$ cat src/rtl/ball_game_ctrl.sv
// Arkanoid game sequencer: move-tick pacing for the ball movers,
// serve/play/lost/over/win flow, lives and paddle-hit speed-ups.
module ball_game_ctrl #(
  parameter int TICK_INIT    = 800_000,
  parameter int TICK_MIN     = 200_000,
  parameter int TICK_STEP    = 50_000,
  parameter int HITS_SPEEDUP = 8,
  parameter int LIVES_INIT   = 3,
  parameter int SERVE_TICKS  = 60,
  parameter int Y_LOST       = 767
) (
  input  logic        pclk,
  input  logic        reset_n,
  input  logic        start_btn,
  input  logic        paddle_hit,
  input  logic [7:0]  bricks_left,
  input  logic [11:0] ball_y,
  output logic        move_tick,
  output logic        ball_run,
  output logic        ball_reload,
  output logic [2:0]  lives,
  output logic [2:0]  game_state,
  output logic        game_over,
  output logic        game_win
);

  typedef enum logic [2:0] {
    IDLE  = 3'd0,
    SERVE = 3'd1,
    PLAY  = 3'd2,
    LOST  = 3'd3,
    OVER  = 3'd4,
    WIN   = 3'd5
  } state_t;

  state_t      state;
  logic [31:0] tick_cnt;
  logic [31:0] period;
  logic [31:0] sped;
  logic [7:0]  hit_cnt;
  logic [7:0]  serve_cnt;
  logic        start_d;
  logic        start_edge;
  logic        active;
  logic        tick_fire;

  assign game_state = state;
  assign start_edge = start_btn & ~start_d;
  assign active     = (state == SERVE) || (state == PLAY);
  assign tick_fire  = active && (tick_cnt == 32'd0);

  // Clamp without ever wrapping below the minimum period
  assign sped = (period >= 32'(TICK_MIN + TICK_STEP))
              ? period - 32'(TICK_STEP)
              : 32'(TICK_MIN);

  always_ff @(posedge pclk or negedge reset_n) begin
    if (!reset_n) begin
      state       <= IDLE;
      lives       <= 3'(LIVES_INIT);
      period      <= 32'(TICK_INIT);
      tick_cnt    <= 32'(TICK_INIT - 1);
      hit_cnt     <= 8'd0;
      serve_cnt   <= 8'd0;
      start_d     <= 1'b0;
      move_tick   <= 1'b0;
      ball_run    <= 1'b0;
      ball_reload <= 1'b0;
      game_over   <= 1'b0;
      game_win    <= 1'b0;
    end else begin
      start_d     <= start_btn;
      ball_reload <= 1'b0;
      move_tick   <= tick_fire;
      if (active)
        tick_cnt <= tick_fire ? period - 32'd1 : tick_cnt - 32'd1;
      else
        tick_cnt <= period - 32'd1;

      unique case (state)
        IDLE, OVER, WIN: begin
          if (start_edge) begin
            state       <= SERVE;
            ball_reload <= 1'b1;
            lives       <= 3'(LIVES_INIT);
            period      <= 32'(TICK_INIT);
            tick_cnt    <= 32'(TICK_INIT - 1);
            hit_cnt     <= 8'd0;
            serve_cnt   <= 8'd0;
            game_over   <= 1'b0;
            game_win    <= 1'b0;
          end
        end
        SERVE: begin
          if (tick_fire) begin
            if (serve_cnt == 8'(SERVE_TICKS - 1)) begin
              state     <= PLAY;
              ball_run  <= 1'b1;
              serve_cnt <= 8'd0;
            end else begin
              serve_cnt <= serve_cnt + 8'd1;
            end
          end
        end
        PLAY: begin
          if (bricks_left == 8'd0) begin
            state     <= WIN;
            ball_run  <= 1'b0;
            game_win  <= 1'b1;
            move_tick <= 1'b0;
          end else if (ball_y >= 12'(Y_LOST)) begin
            state     <= LOST;
            ball_run  <= 1'b0;
            move_tick <= 1'b0;
          end else if (paddle_hit) begin
            if (hit_cnt == 8'(HITS_SPEEDUP - 1)) begin
              hit_cnt <= 8'd0;
              period  <= sped;
            end else begin
              hit_cnt <= hit_cnt + 8'd1;
            end
          end
        end
        LOST: begin
          if (lives <= 3'd1) begin
            state     <= OVER;
            lives     <= 3'd0;
            game_over <= 1'b1;
          end else begin
            state       <= SERVE;
            lives       <= lives - 3'd1;
            ball_reload <= 1'b1;
            period      <= 32'(TICK_INIT);
            tick_cnt    <= 32'(TICK_INIT - 1);
            hit_cnt     <= 8'd0;
            serve_cnt   <= 8'd0;
          end
        end
        default: state <= IDLE;
      endcase
    end
  end

endmodule

$ cat config.mk
export PLATFORM = sky130hd
export DESIGN_NAME = ball_game_ctrl
export DESIGN_NICKNAME = d
export VERILOG_FILES = /design/src/rtl/ball_game_ctrl.sv
export SDC_FILE = /design/constraint.sdc
export NUM_CORES = 1
export LEC_CHECK = 0
export CAP_MARGIN = 20
export CORE_AREA = 4 4 102 104
export DETAILED_ROUTE_END_ITERATION = 7
export DIE_AREA = 0 0 106 108
export PLACE_DENSITY = 0.75
export SYNTH_ARGS = -nofsm -noshare
export SYNTH_HDL_FRONTEND = slang
export SYNTH_SLANG_ARGS = --single-unit
$ cat constraint.sdc
create_clock -name pclk -period 3.15 [get_ports pclk]
set_clock_uncertainty 0.1 [all_clocks]
set_input_delay 0.315 -clock pclk [delete_from_list [all_inputs] [get_ports pclk]]
set_output_delay 0.315 -clock pclk [all_outputs]
set_load 0.03 [all_outputs]
---- Word level (Yosys, flattened, before mapping) ----
Cells that the tools add are included.
W data, S select, Z words.
word-level totals
  flip-flop bits (word level) ............. 92
  input port bits ......................... 24
  output and inout bits ................... 11
  word-level logic and storage cells ...... 109
cells by class
  add/sub/neg operators ................... 6
  order comparisons ....................... 3
  equal/unequal tests ..................... 18
  muxes and demuxes ....................... 49
  bitwise logic cells ..................... 2
  reductions and logical operators ........ 19
operator list
  operator                  count
  $mux W32                  11
  $pmux W32 S3              1
  $mux W8                   8
  $pmux W32 S2              1
  $sub A32 B1 Y32 const B   2
  $pmux W8 S3               2
  $ge A32 B18 Y1 const B    1
  $logic_not A32 Y1         1
  $sub A32 B16 Y32 const B  1
  $mux W3                   8
  $add A8 B1 Y8 const B     2
  $ne A2 B2 Y1 const B      7
  $ge A12 B10 Y1 const B    1
  $mux W1                   12
  $pmux W3 S4               1
  $reduce_and A4 Y1         3
  $eq A8 B3 Y1 const B      1
  $eq A8 B6 Y1 const B      1
  $logic_not A8 Y1          1
  $pmux W1 S2               4
  $reduce_and A7 Y1         1
  $eq A3 B2 Y1 const B      2
  $eq A3 B3 Y1 const B      2
  $ne A2 B1 Y1 const B      3
  16 further kinds          20

---- Depth between registers and ports, before layout ----
  word-level depth ........................ 7
  gate-level depth with buffers ........... 11
  depth with buffers taken out ............ 9

---- Least setup slack after synthesis ----
OpenSTA, ideal clock, no wires.
  path kind ............................... register to register
  start ................................... register state[0], in the netlist game_state[0]
  end ..................................... register hit_cnt[6]
  library setup time ...................... 0.069 ns
  arrival time ............................ 2.482 ns
  data required time ...................... 2.981 ns
  path slack .............................. 0.499 ns
  cell stages (with the launch flop) ...... 11
  path buffers ............................ 3
  clock period less this slack ............ 2.651 ns
  cell sequence ........................... dfrtp_1 -> clkbuf_1 -> nor2b_1 -> or3_1 -> clkbuf_1 -> and2_1 -> clkbuf_1 -> inv_2 -> o21ai_0 -> or4_1 -> nand3_1
on the way
  longest elaborated chain between the ends .. 4
  elaborated cells between the ends (all ways) .. 14
  those cells by class .................... 9 x eq/ne; 1 x mux; 4 x reduce/logical
ends and longest elaborated chain
  what                                                          RTL line  source
  start, declared                                               36        state_t state;
  start signal, assigned                                        59        state <= IDLE;
  start signal, assigned                                        83        state <= SERVE;
  start signal, assigned                                        97        state <= PLAY;
  $eq A3 B3 Y1 or $logic_not A3 Y1 (tied branches)              80        unique case (state)
  $reduce_or A3 Y1                                              80
  $ne A2 B2 Y1 (no line) or $reduce_bool A3 Y1 (tied branches)  --
  $reduce_and A6 Y1 (no line)                                   --
  end signal, assigned                                          120       hit_cnt <= hit_cnt + 8'd1;
  end, declared                                                 40        logic [7:0] hit_cnt;
Several ways; a longest one is shown, not always the timed one.
A chain may end at the register's enable or synchronous reset.

---- Final worst setup path ----
  start ................................... register period[5]
  end ..................................... register period[18]
on the way
  longest elaborated chain between the ends .. 7
  elaborated cells between the ends (all ways) .. 8
  those cells by class .................... 1 x add/sub; 1 x order compare; 6 x mux
ends and longest elaborated chain
  what                                                RTL line  source
  start, declared                                     38        logic [31:0] period;
  start signal, assigned                              61        period <= 32'(TICK_INIT);
  start signal, assigned                              86        period <= 32'(TICK_INIT);
  start signal, assigned                              118       period <= sped;
  $sub A32 B16 Y32 or $ge A32 B18 Y1 (tied branches)  54, 53
  $mux W32 *                                          54        ? period - 32'(TICK_STEP)
  $mux W32 *                                          116       if (hit_cnt == 8'(HITS_SPEEDUP - 1)) begin
  $mux W32 *                                          115       end else if (paddle_hit) begin
  $mux W32 *                                          111       end else if (ball_y >= 12'(Y_LOST)) begin
  $mux W32 *                                          106       if (bricks_left == 8'd0) begin
  $pmux W32 S3 *                                      80
Every way passes the cells marked *; elsewhere a longest branch is shown, timed or not. The select of a mux whose other input is x is not followed.

==> reports/results.txt <==
The post-route netlist has 12.7% of its cells at a drive strength greater than 1. Gates resized during post-CTS repair numbered 0. Buffer cell driving the clock tree root: sky130_fd_sc_hd__clkbuf_8.

Headroom to the max-slew limit came out at 40.1%. For this block, the initial DRC count from the detailed router was 300. The number of antenna violations at the first check in global routing came out at 0. The count of nets left with antenna violations once routing finished came out at 0.

Global routing finished with a remaining overflow of 0. TritonCTS built the clock tree. The tools report the via count of the first global-routing pass as 4,765. For this run, global-route usage on met2 was measured as 42.7%. Post-synthesis async set-or-reset flop share: 100%. For the critical path arrival, the log shows 3040 ps. The run gives 49 as the largest net degree at the start of global routing.

The clock reaches the later pin of the worst-skew pair after 370 ps. For this run, the total global-route usage over all layers was measured as 26.1%. The area taken by flip-flops and latches is 2230 sq um, and the wire length per cell after detailed routing is 17.1 microns. The run gives 10.2 mm as the HPWL after detailed placement. The completed layout was analyzed and its total power is 0.00189 W.

On the critical path the largest part of the delay comes from compound AO/OA/AOI/OAI gates. The horizontal extent of the die is 106 microns. The critical path goes through inv_1, ha_1, or3b_2, a211oi_1, o2111a_1, buf_4, a21oi_1, o21ai_0, o21ai_0. Across the VDD grid, the largest voltage drop is 0.297 mV. The tools report the number of top-level pins as 35. The run gives 5590 sq um as the post-synthesis instance area.

The slowest cell on the critical path was sky130_fd_sc_hd__or3b_2. After synthesis, flip-flops and latches occupy 39.9% of the total area. In the final layout, the multi-input gates occupy 3150 sq um.

The repair_antennas step left the layout with diodes totalling 0. The number of different library cells used by synthesis comes to 67. The internal power of the cells totals 0.00147 W. For this run, the slowest stage of the critical path takes 470 ps. The tightest min-delay check is of the input pin to flop type. The top achievable clock speed was 350 MHz. The proportion of netlist area held by the largest area contributor is 30.0%.

Of the total power, the share spent switching nets is 22.4%. The number of design rule violations left after detail routing was 0. Clock-pin slew was measured on the worst setup and hold paths at 80 ps. In this run the power spent charging and discharging nets is 0.000423 W. STA classifies the critical path startpoint as a flop. Clock tree synthesis found a total of 88 sinks. The H-tree was split into 3 levels.

Setup violations remaining at the end of the flow were counted as 0. The share of total power dissipated in sequential elements is 59.8%. Yosys attributes the largest share of cell area to sky130_fd_sc_hd__dfrtp_1, sky130_fd_sc_hd__dfstp_2, sky130_fd_sc_hd__o21ai_0, sky130_fd_sc_hd__nor2_1, sky130_fd_sc_hd__xnor2_1. The initial core utilization is 58.5%, and the weighted congestion at the end of routability-driven global placement is 0.953.

The highest fanout seen on the critical path was 10. The flow ran to the end, and the final reports show no timing, DRC or antenna violations. Summed over all cells, the static leakage comes to 2.64 nW.

The worst path uses 90.8% of the clock period. For the count of standard-cell rows, the log shows 36. The via total after detailed routing came out at 4,939. The number of synthesized flops with an enable pin works out to 0.

For the hold violation total from the final report, the log shows 0. The final layout contains 704 nets. Synthesis inferred 88 register bits. Final critical path time including I/O delays and setup: 2860 ps. The detail-routed via count per cell was 6.10; the met1 track utilization from global routing was 35.4%. For this run, global-route usage on met3 was measured as 5.91%. The height of the die is 108 microns, and the number of filler cells placed in the layout is 800. The area inside the core boundary is 9550 sq um, and the relative area change from synthesis to final layout is 12.6%.

Most used flip-flop cell after synthesis: sky130_fd_sc_hd__dfrtp_1. The setup path with the least slack is of type flop to flop. The final count of pins violating max slew came out at 0. Dividing the synthesized area by the synthesized cell count gives 8.76 sq um.

The run gives 3330 ps as the endpoint required time on the critical path. After technology mapping, the gate count stands at 638. Among the stages of the critical path, the cell type that occurs most often is sky130_fd_sc_hd__o21ai_0.

For the pin with the worst max-slew slack, the measured transition is 891 ps. The logs give 2 for the maximum number of buffers from clock root to sink and 0 for the max-capacitance violation count. The proportion of power drawn by the clock network was 37.2%. The overall die area is 11,400 sq um, and the number of I/O port buffers is 34. In this run the power density over the cells is 300 nW/um^2. sky130_fd_sc_hd__dfrtp_1 takes more of the synthesized area than any other cell.

The power share of the combinational group came out at 3.0%. When the netlist entered floorplanning its net count stood at 670. The setup check on the worst reg-to-reg path leaves a slack of 290 ps. The global-route wire length before repair was 23.8 mm; the buffering stage count on the worst path with inverters included was 2. The pre-antenna-repair detailed-routing pass consisted of 5 iterations.

The number of buffers created by CTS came out at 9. Setup repair after global routing left no endpoint under its margin. Setup total negative slack on the finished layout was measured at 0 ps.

The tools report the category of the worst setup path capture point as a flop. The run gives 13.9 mm as the final wirelength. The most crowded layer after global routing was met2.

The count of yosys warnings during synthesis was 0.
-- cell families after synthesis --
family / count (synthesis) / synth area share, %
compound gates: 167 / 20.7
xor+xnor: 51 / 7.99
fa+ha+maj: 8 / 1.79
buf+inv: 46 / 3.83
flops: 88 / 39.9
mux: 2 / 0.381
simple gates: 276 / 25.4
-- worst paths after layout --
check	startpoint	to	cells past startpoint
min	start_btn	start_d$_DFF_PN0_	1
max reg2reg	period[5]$_DFFE_PN0P_	period[18]$_DFFE_PN1P_	9
max	period[5]$_DFFE_PN0P_	period[18]$_DFFE_PN1P_	9
min reg2reg	tick_cnt[0]$_DFF_PN1_	tick_cnt[0]$_DFF_PN1_	1
max in group asynchronous	reset_n	period[12]$_DFFE_PN1P_	3
min in group asynchronous	reset_n	serve_cnt[7]$_DFFE_PN0P_	2
-- layer usage --
| layer | up-vias | share of wire, % |
|---|---|---|
| met5 | - | 0 |
| met4 | 0 | 1.3 |
| met3 | 17 | 6.2 |
| met1 | 2345 | 43 |
| li1 | 2401 | - |
| met2 | 176 | 49 |
-- placed cells by master, fill, tap and decap left out, drive strengths merged, types with 9 or more instances in the layout --
master / count
xnor2: 29
dfrtp: 67
buf: 22
inv: 13
nor2: 76
o21ai: 58
clkdlybuf4s50: 33
nand2: 54
o31ai: 15
nor3: 26
or3: 16
nand2b: 9
a211oi: 21
xor2: 22
or4: 11
nand3: 22
a31oi: 10
clkbuf: 11
nor4: 20
a21oi: 22
dfstp: 21
-- layout make-up --
| type | count | share of cell area (%) |
|---|---|---|
| Clock inverter | 5 | 0.517 |
| Multi-Input combinational cell | 504 | 50.0 |
| Sequential cell | 88 | 35.4 |
| Clock buffer | 11 | 2.25 |
| Inverter | 13 | 0.775 |
| Tap cell | 133 | 2.64 |
| Timing Repair Buffer | 56 | 8.43 |
-- power by group through the flow --
stage	clock network (W)	registers, W	logic [W]
final	0.000702	0.00113	0.0000565
after detailed placement	0	0.00115	0.0000577
after global placement	0	0.00115	0.0000564
after CTS	0.000726	0.00113	0.0000586
after floorplan	0	0.00115	0.00000283
after global routing	0.000781	0.00113	0.0000636
-- repair_timing --
item                                   in CTS  in global routing
endpoints found under the hold margin      35                  0
hold buffers                                1                  0
buffers inserted                            0                  0
-- flip-flops by register name (all words and copies together) (netlist names) --
register / flops
tick_cnt: 32
period: 28
hit_cnt: 8
serve_cnt: 8
game_state: 3
lives: 3
ball_reload: 1
ball_run: 1
game_over: 1
game_win: 1
move_tick: 1
start_d: 1
-- worst reg2reg max path: stages (launching register included) --
cell	delay, ps
sky130_fd_sc_hd__dfrtp_1	400
sky130_fd_sc_hd__inv_1	140
sky130_fd_sc_hd__ha_1	300
sky130_fd_sc_hd__or3b_2	470
sky130_fd_sc_hd__a211oi_1	430
sky130_fd_sc_hd__o2111a_1	320
sky130_fd_sc_hd__buf_4	200
sky130_fd_sc_hd__a21oi_1	60
sky130_fd_sc_hd__o21ai_0	220
sky130_fd_sc_hd__o21ai_0	150
-- cell usage after synthesis, types with 7 or more instances --
| cell | number |
|---|---|
| sky130_fd_sc_hd__xor2_1 | 22 |
| sky130_fd_sc_hd__clkbuf_1 | 18 |
| sky130_fd_sc_hd__a211oi_1 | 11 |
| sky130_fd_sc_hd__nand2b_1 | 9 |
| sky130_fd_sc_hd__a21oi_1 | 22 |
| sky130_fd_sc_hd__dfrtp_1 | 67 |
| sky130_fd_sc_hd__or4_1 | 10 |
| sky130_fd_sc_hd__a31oi_1 | 10 |
| sky130_fd_sc_hd__buf_2 | 9 |
| sky130_fd_sc_hd__dfstp_2 | 21 |
| sky130_fd_sc_hd__xnor2_1 | 29 |
| sky130_fd_sc_hd__o31ai_1 | 15 |
| sky130_fd_sc_hd__a211oi_2 | 10 |
| sky130_fd_sc_hd__ha_1 | 8 |
| sky130_fd_sc_hd__nand2_1 | 54 |
| sky130_fd_sc_hd__nor2b_1 | 7 |
| sky130_fd_sc_hd__inv_1 | 12 |
| sky130_fd_sc_hd__nor2_1 | 76 |
| sky130_fd_sc_hd__nor4_1 | 18 |
| sky130_fd_sc_hd__or3_1 | 13 |
| sky130_fd_sc_hd__nor3_1 | 26 |
| sky130_fd_sc_hd__o21ai_0 | 57 |
| sky130_fd_sc_hd__nand3_1 | 22 |
| sky130_fd_sc_hd__and3_1 | 8 |
-- metrics by stage --
stage                     worst slack, ps  hold WS (ps)  instances  utilization, %  area, sq um
after floorplan                       499         -80.6        638               -         5590
after global placement                319           230        793            64.0         6110
after detailed placement              162           234        793            64.0         6110
after CTS                             293           322        810            65.9         6290
after global routing                 83.5           325        810            65.9         6290
final                                 289           340        810            65.9         6290
Note: power is estimated with default switching activity, not from simulation.
